**src/rtl/encoder83_pkg.sv**
```systemverilog
// encoder83_pkg: shared widths and constants for the registered 8-to-3 priority encoder.
package encoder83_pkg;
   localparam int IN_W  = 8;
   localparam int OUT_W = 3;
   localparam logic [OUT_W-1:0] IDX_NONE = 3'd0;
endpackage

```
**src/rtl/encoder83_prio_comb.sv**
```systemverilog
// encoder83_prio_comb: combinational priority core; multi-hot flag present only with ENCODER83_ONEHOT_CHK_EN.
module encoder83_prio_comb
   import encoder83_pkg::*;
#(
   parameter bit PRIORITY_MSB = 1'b1
) (
   input  logic [IN_W-1:0]  iData,
   output logic [OUT_W-1:0] idx_o,
   output logic             any_o
`ifdef ENCODER83_ONEHOT_CHK_EN
   ,
   output logic             multi_o
`endif
);
   // The scan runs toward the winning end, so the last set bit seen has priority.
   always_comb begin
      idx_o = IDX_NONE;
      for (int k = 0; k < IN_W; k++)
         if (PRIORITY_MSB ? iData[k] : iData[IN_W-1-k])
            idx_o = PRIORITY_MSB ? OUT_W'(k) : OUT_W'(IN_W-1-k);
   end
   assign any_o = |iData;
`ifdef ENCODER83_ONEHOT_CHK_EN
   assign multi_o = (iData & (iData - IN_W'(1))) != '0;
`endif
endmodule

```
**src/rtl/encoder_83.sv**
```systemverilog
// encoder_83: registered 8-to-3 priority encoder with capture enable.
// Optional oErr multi-hot flag is compiled in with ENCODER83_ONEHOT_CHK_EN.
module encoder_83
   import encoder83_pkg::*;
#(
   parameter bit PRIORITY_MSB = 1'b1
) (
   input  logic             clk,
   input  logic             rst_n,
   input  logic             iEn,
   input  logic [IN_W-1:0]  iData,
   output logic [OUT_W-1:0] oData,
   output logic             oValid
`ifdef ENCODER83_ONEHOT_CHK_EN
   ,
   output logic             oErr
`endif
);
   logic [OUT_W-1:0] data_d, data_q;
   logic             valid_d, valid_q;
`ifdef ENCODER83_ONEHOT_CHK_EN
   logic             err_d, err_q;
`endif
   encoder83_prio_comb #(.PRIORITY_MSB(PRIORITY_MSB)) u_core (
      .iData  (iData),
      .idx_o  (data_d),
      .any_o  (valid_d)
`ifdef ENCODER83_ONEHOT_CHK_EN
      ,
      .multi_o(err_d)
`endif
   );
   always_ff @(posedge clk)
      if (!rst_n) begin
         data_q  <= IDX_NONE;
         valid_q <= 1'b0;
      end else if (iEn) begin
         data_q  <= data_d;
         valid_q <= valid_d;
      end
   assign oData  = data_q;
   assign oValid = valid_q;
`ifdef ENCODER83_ONEHOT_CHK_EN
   always_ff @(posedge clk)
      if (!rst_n) err_q <= 1'b0;
      else if (iEn) err_q <= err_d;
   assign oErr = err_q;
`endif
endmodule

```
**config.mk**
```make
export PLATFORM = sky130hd
export DESIGN_NAME = encoder_83
export DESIGN_NICKNAME = d
export VERILOG_FILES = /design/src/rtl/encoder83_pkg.sv /design/src/rtl/encoder83_prio_comb.sv /design/src/rtl/encoder_83.sv
export SDC_FILE = /design/constraint.sdc
export NUM_CORES = 1
export LEC_CHECK = 0
export BUFFER_PORTS_ARGS = -buffer_cell sky130_fd_sc_hd__buf_4
export CORE_AREA = 5 5 42 44
export DETAILED_ROUTE_END_ITERATION = 6
export DIE_AREA = 0 0 47 49
export GPL_TIMING_DRIVEN = 0
export PLACE_DENSITY = 0.43
export SETUP_SLACK_MARGIN = 0.5
export SYNTH_ARGS = -nofsm -noshare
export SYNTH_HDL_FRONTEND = slang
export SYNTH_HIERARCHICAL = 1
export SYNTH_SLANG_ARGS = --single-unit
export TNS_END_PERCENT = 10
```
**constraint.sdc**
```tcl
create_clock -name clk -period 0.8 [get_ports clk]
set_clock_uncertainty 0.2 [all_clocks]
set_input_delay 0.16 -clock clk [delete_from_list [all_inputs] [get_ports clk]]
set_output_delay 0.16 -clock clk [all_outputs]
set_load 0.01 [all_outputs]
```
Yosys cells after proc, flatten, opt, wreduce, memory -nomap -nowiden
Cells that the tools add are included.

word-level totals
  output and inout bits = 4
  register bits = 4
  input bits = 11
  logic and storage cells = 10

cells by class
  reductions and logical operators = 1
  muxes and demuxes = 7

operators with widths
  operator            number
  two-way mux 3 bit   4
  OR reduction 8 bit  1
  two-way mux 2 bit   2
  two-way mux 1 bit   1

Logic depth before layout (Yosys ltp)
  word-level depth = 7
  mapped depth = 5
  depth with buffers taken out = 5

By module
The synthesis kept the hierarchy.

modules (own cells, without submodules)
  module               area an instance (µm²)  cells each  times used
  encoder_83           156.4                   13          1
  encoder83_prio_comb  66.3                    12          1

Least setup slack after synthesis
No wires, ideal clock.

  kind = input -> register
  start = input iData[2]
  end = register data_q[0] (netlist: oData[0])
  path buffers = 0
  setup time = 0.116 ns
  data arrival time = 0.564 ns
  setup slack = -0.080 ns
  stages on the path = 5
  data required time = 0.484 ns
  cell sequence = inv_1 > a21oi_1 > o31ai_2 > mux2i_1 > nor2b_1

on the way
  word-level cells in the longest chain between the ends = 6

RTL lines
  item                            line                       text
  start, declared                 encoder_83.sv:11           input logic [IN_W-1:0] iData,
  two-way mux 2 bit (2 in a row)  encoder83_prio_comb.sv:19  if (PRIORITY_MSB ? iData[k] : iData[IN_W-1-k])
  two-way mux 3 bit (4 in a row)  encoder83_prio_comb.sv:19
  via data_d[0]                   encoder_83.sv:19           logic [OUT_W-1:0] data_d, data_q;
  end signal, assigned            encoder_83.sv:38           data_q <= data_d;
  end, declared                   encoder_83.sv:19

The timed path passes the listed nets, and every way through them passes these cells.
A chain may end at the register's enable or synchronous reset.

Worst setup path after layout
  start = register data_q[2] (netlist: oData[2])
  end = output oData[2]

RTL lines
  item           line              text
  end, declared  encoder_83.sv:12  output logic [OUT_W-1:0] oData,

No word-level cell between the ends.

==> summary.md <==
| Metric | Value |
|---|---|
| Status | `finished, violations left` |
| Failing checks | `hold timing, setup timing` |
| F_max | `981 MHz` |
| Synth Area per Inst | `8.91 sq um` |
| Final period util | `127%` |
| Crit path depth | `1` |
| Nets | `54` |
| Placement Cell Area | `354 sq um` |
| Setup violations, final | `7` |
| Num CTS Buffers | `3` |
| Ratio of cells with drive above 1 in the final layout | `73.2%` |
| Fin crit period | `1.02 ns` |
| Worst hold path type | `in -> reg` |
| Syn nets | `36` |
| Hold slack | `-0.0311 ns` |
| Total Routing Usage GR | `6.91%` |
| Longest Clk Path Bufs | `2` |
| Worst reg2reg path depth | `2` |
| CP startpoint kind | `register` |
| Die area | `2300 sq um` |
| Post-Layout Inst Area | `415 sq um` |
| Reg2Reg Setup Slack | `-0.03 ns` |
| Cell family with most CP delay | `flip-flops` |
| Area of the mapped netlist | `223 sq um` |
| Max FO, Critical Path | `2` |
| Largest area contributor in the netlist | `dfxtp_1` |
| TritonCTS clock tree | `built` |
| Area growth syn-to-layout | `86.5%` |
| Worst vdd ir | `0.000697 V` |
| Netlist cell types | `13` |
| Pwr dens | `1520 nW/um^2` |
| Synth Warn # | `6` |
| Crit path cell chain | `buf_6` |
| Reg2Reg Capture Point | `oData[2]` |
| Power, Total | `0.630 mW` |
| CTS sink cnt | `4` |
| Vias | `231` |
| Final hold violation count | `4` |
| DR DRC count | `0` |
| Crit end category | `output pin` |
| Final Max Tran Viols | `0` |
| Cells after Synth | `25` |
| RSZ-0062 raised after global routing | `true` |
| Largest net degree at the start of global routing | `5` |
| Worst flop-to-flop path startpoint | `oData[2]` |
| Post-route ant nets | `0` |
| Static leakage | `0.183 nW` |
| Die X-Extent | `47 microns` |
| Vias per inst | `4.05` |
| TritonRoute pass-1 iters | `1` |
| Finished Core Util | `29.6%` |
| Slew headroom | `86.3%` |
| WP data required | `0.44 ns` |
| Routability Congestion | `0.840` |
| CORE AREA | `1400 sq um` |
| Critical Path Start | `oData[2]` |
| # fillers | `160` |
| Top post-synthesis cells by area | `dfxtp_1, mux2i_1, nor2b_1` |
| Maxcap violations | `0` |
| Critical path arrival | `0.66 ns` |
| Number of I/O pins | `15` |
| IO Port Bufs | `13` |
| Top-area cell type share of the netlist area | `36.0%` |
| Htree depth | `1` |
| WL/cell | `11.5 microns` |
| Clk Latency, worst-skew pair | `0.23 ns` |
| Setup Fix Bufs, Post-CTS | `0` |
| Vias in the first global route | `279` |
| First-pass GRT wire length | `1.10 mm` |
| GRT Residual Overflow | `0` |
| Worst Path Buf+Inv | `1` |
| #FFs+latches synth | `4` |
| Crit-path slowest cell | `dfxtp_2` |
| End of the critical path | `oData[2]` |
| Number of antenna diodes | `0` |
| DRT iter0 DRCs | `0` |
| Slew @ Worst Pin | `0.204 ns` |
| Root Buffer | `clkbuf_4` |
| Max stage delay on crit path | `0.32 ns` |
| Die Height | `49 microns` |
| Initial Util | `15.9%` |
| Drt total wl | `658 microns` |
| Post-route setup slack | `-0.219 ns` |
| Setup CP Type | `reg -> out` |
| Worst-path clk slew | `0.03 ns` |
| Antenna violations before repair | `0` |
| Detailed placer's ending HPWL | `505 microns` |
| Row count | `14` |
| Sequential area share after synthesis | `36.0%` |
## synthesized netlist by cell type, drive strengths merged
cell   count
inv        2
o31ai      2
nand2      1
mux2i      4
dfxtp      4
nand4      1
nor2b      4
a21oi      2
nor2       4
buf        1
## cell type report
| cell class | count | area (sq um) | area share [%] |
|---|---|---|---|
| buffer | 1 | 11.3 | 2.71 |
| clock buffer | 3 | 22.5 | 5.42 |
| inverter | 2 | 15.0 | 3.61 |
| multi-input combinational | 18 | 145 | 34.9 |
| sequential | 4 | 85.1 | 20.5 |
| tap | 16 | 20.0 | 4.82 |
| timing repair buffer | 13 | 116 | 28.0 |
## per-layer routing
metal	track usage, %	share of wire [%]	vias to the layer above
met3	2.58	18	0
met1	7.71	37	100
li1	-	-	117
met2	9.28	45	14
met5	0	0	-
met4	6.91	0	0
## stage by stage
step	instances	TNS (ns)	hold WS [ns]	setup slack [ns]
after detailed placement	54	-1.06	0.201	-0.297
after floorplan	25	-0.153	0.0882	-0.0588
after global placement	54	-1.02	0.199	-0.292
final	57	-0.917	-0.0311	-0.219
after global routing	57	-1.25	-0.0128	-0.242
after CTS	57	-0.953	-0.0435	-0.231
## cells in the final DEF (no fill, tap or decap), drive strengths merged
master  count
inv         2
nor2        4
buf        14
dfxtp       4
nand4       1
clkbuf      3
nand2       1
a21oi       2
o31ai       2
nor2b       4
mux2i       4
## registers in the layout, summed over array words and instances (netlist names)
signal / flops
oValid: 1
oData: 3
## repair_timing
action                     CTS  global route
setup endpoints to repair    8             8
resized for setup           10             3
hold endpoints to repair     4             4
pin swaps                    1             0
## cells by family (layout without fill, tap and decap cells)
family          Yosys count  in the layout  synth area share, %
compound gates            4              4                 15.2
flops                     4              4                 36.0
mux                       4              4                 18.0
simple gates             10             10                 22.5
buf+inv                   3             19                 8.42
## worst min path at each step
stage / slack [ns] / cells after the start / end / start
final: -0.03 / 2 / oData[1] / rst_n
after global routing: -0.01 / 2 / oData[1] / rst_n
after CTS: -0.04 / 2 / oData[1] / rst_n
after detailed placement: 0.20 / 2 / oData[1] / rst_n
after global placement: 0.20 / 2 / oData[1] / rst_n
after floorplan: 0.09 / 1 / oData[0] / rst_n
## report_power, final
| group | internal (mW) | leakage, nW | total, mW | switching, mW |
|---|---|---|---|---|
| clock | 0.167 | 0.0138 | 0.239 | 0.0724 |
| sequential | 0.220 | 0.0343 | 0.230 | 0.0108 |
| combinational | 0.0937 | 0.135 | 0.160 | 0.0665 |
| total | 0.481 | 0.183 | 0.630 | 0.150 |
No activity file was read; power rests on OpenSTA's default activity.
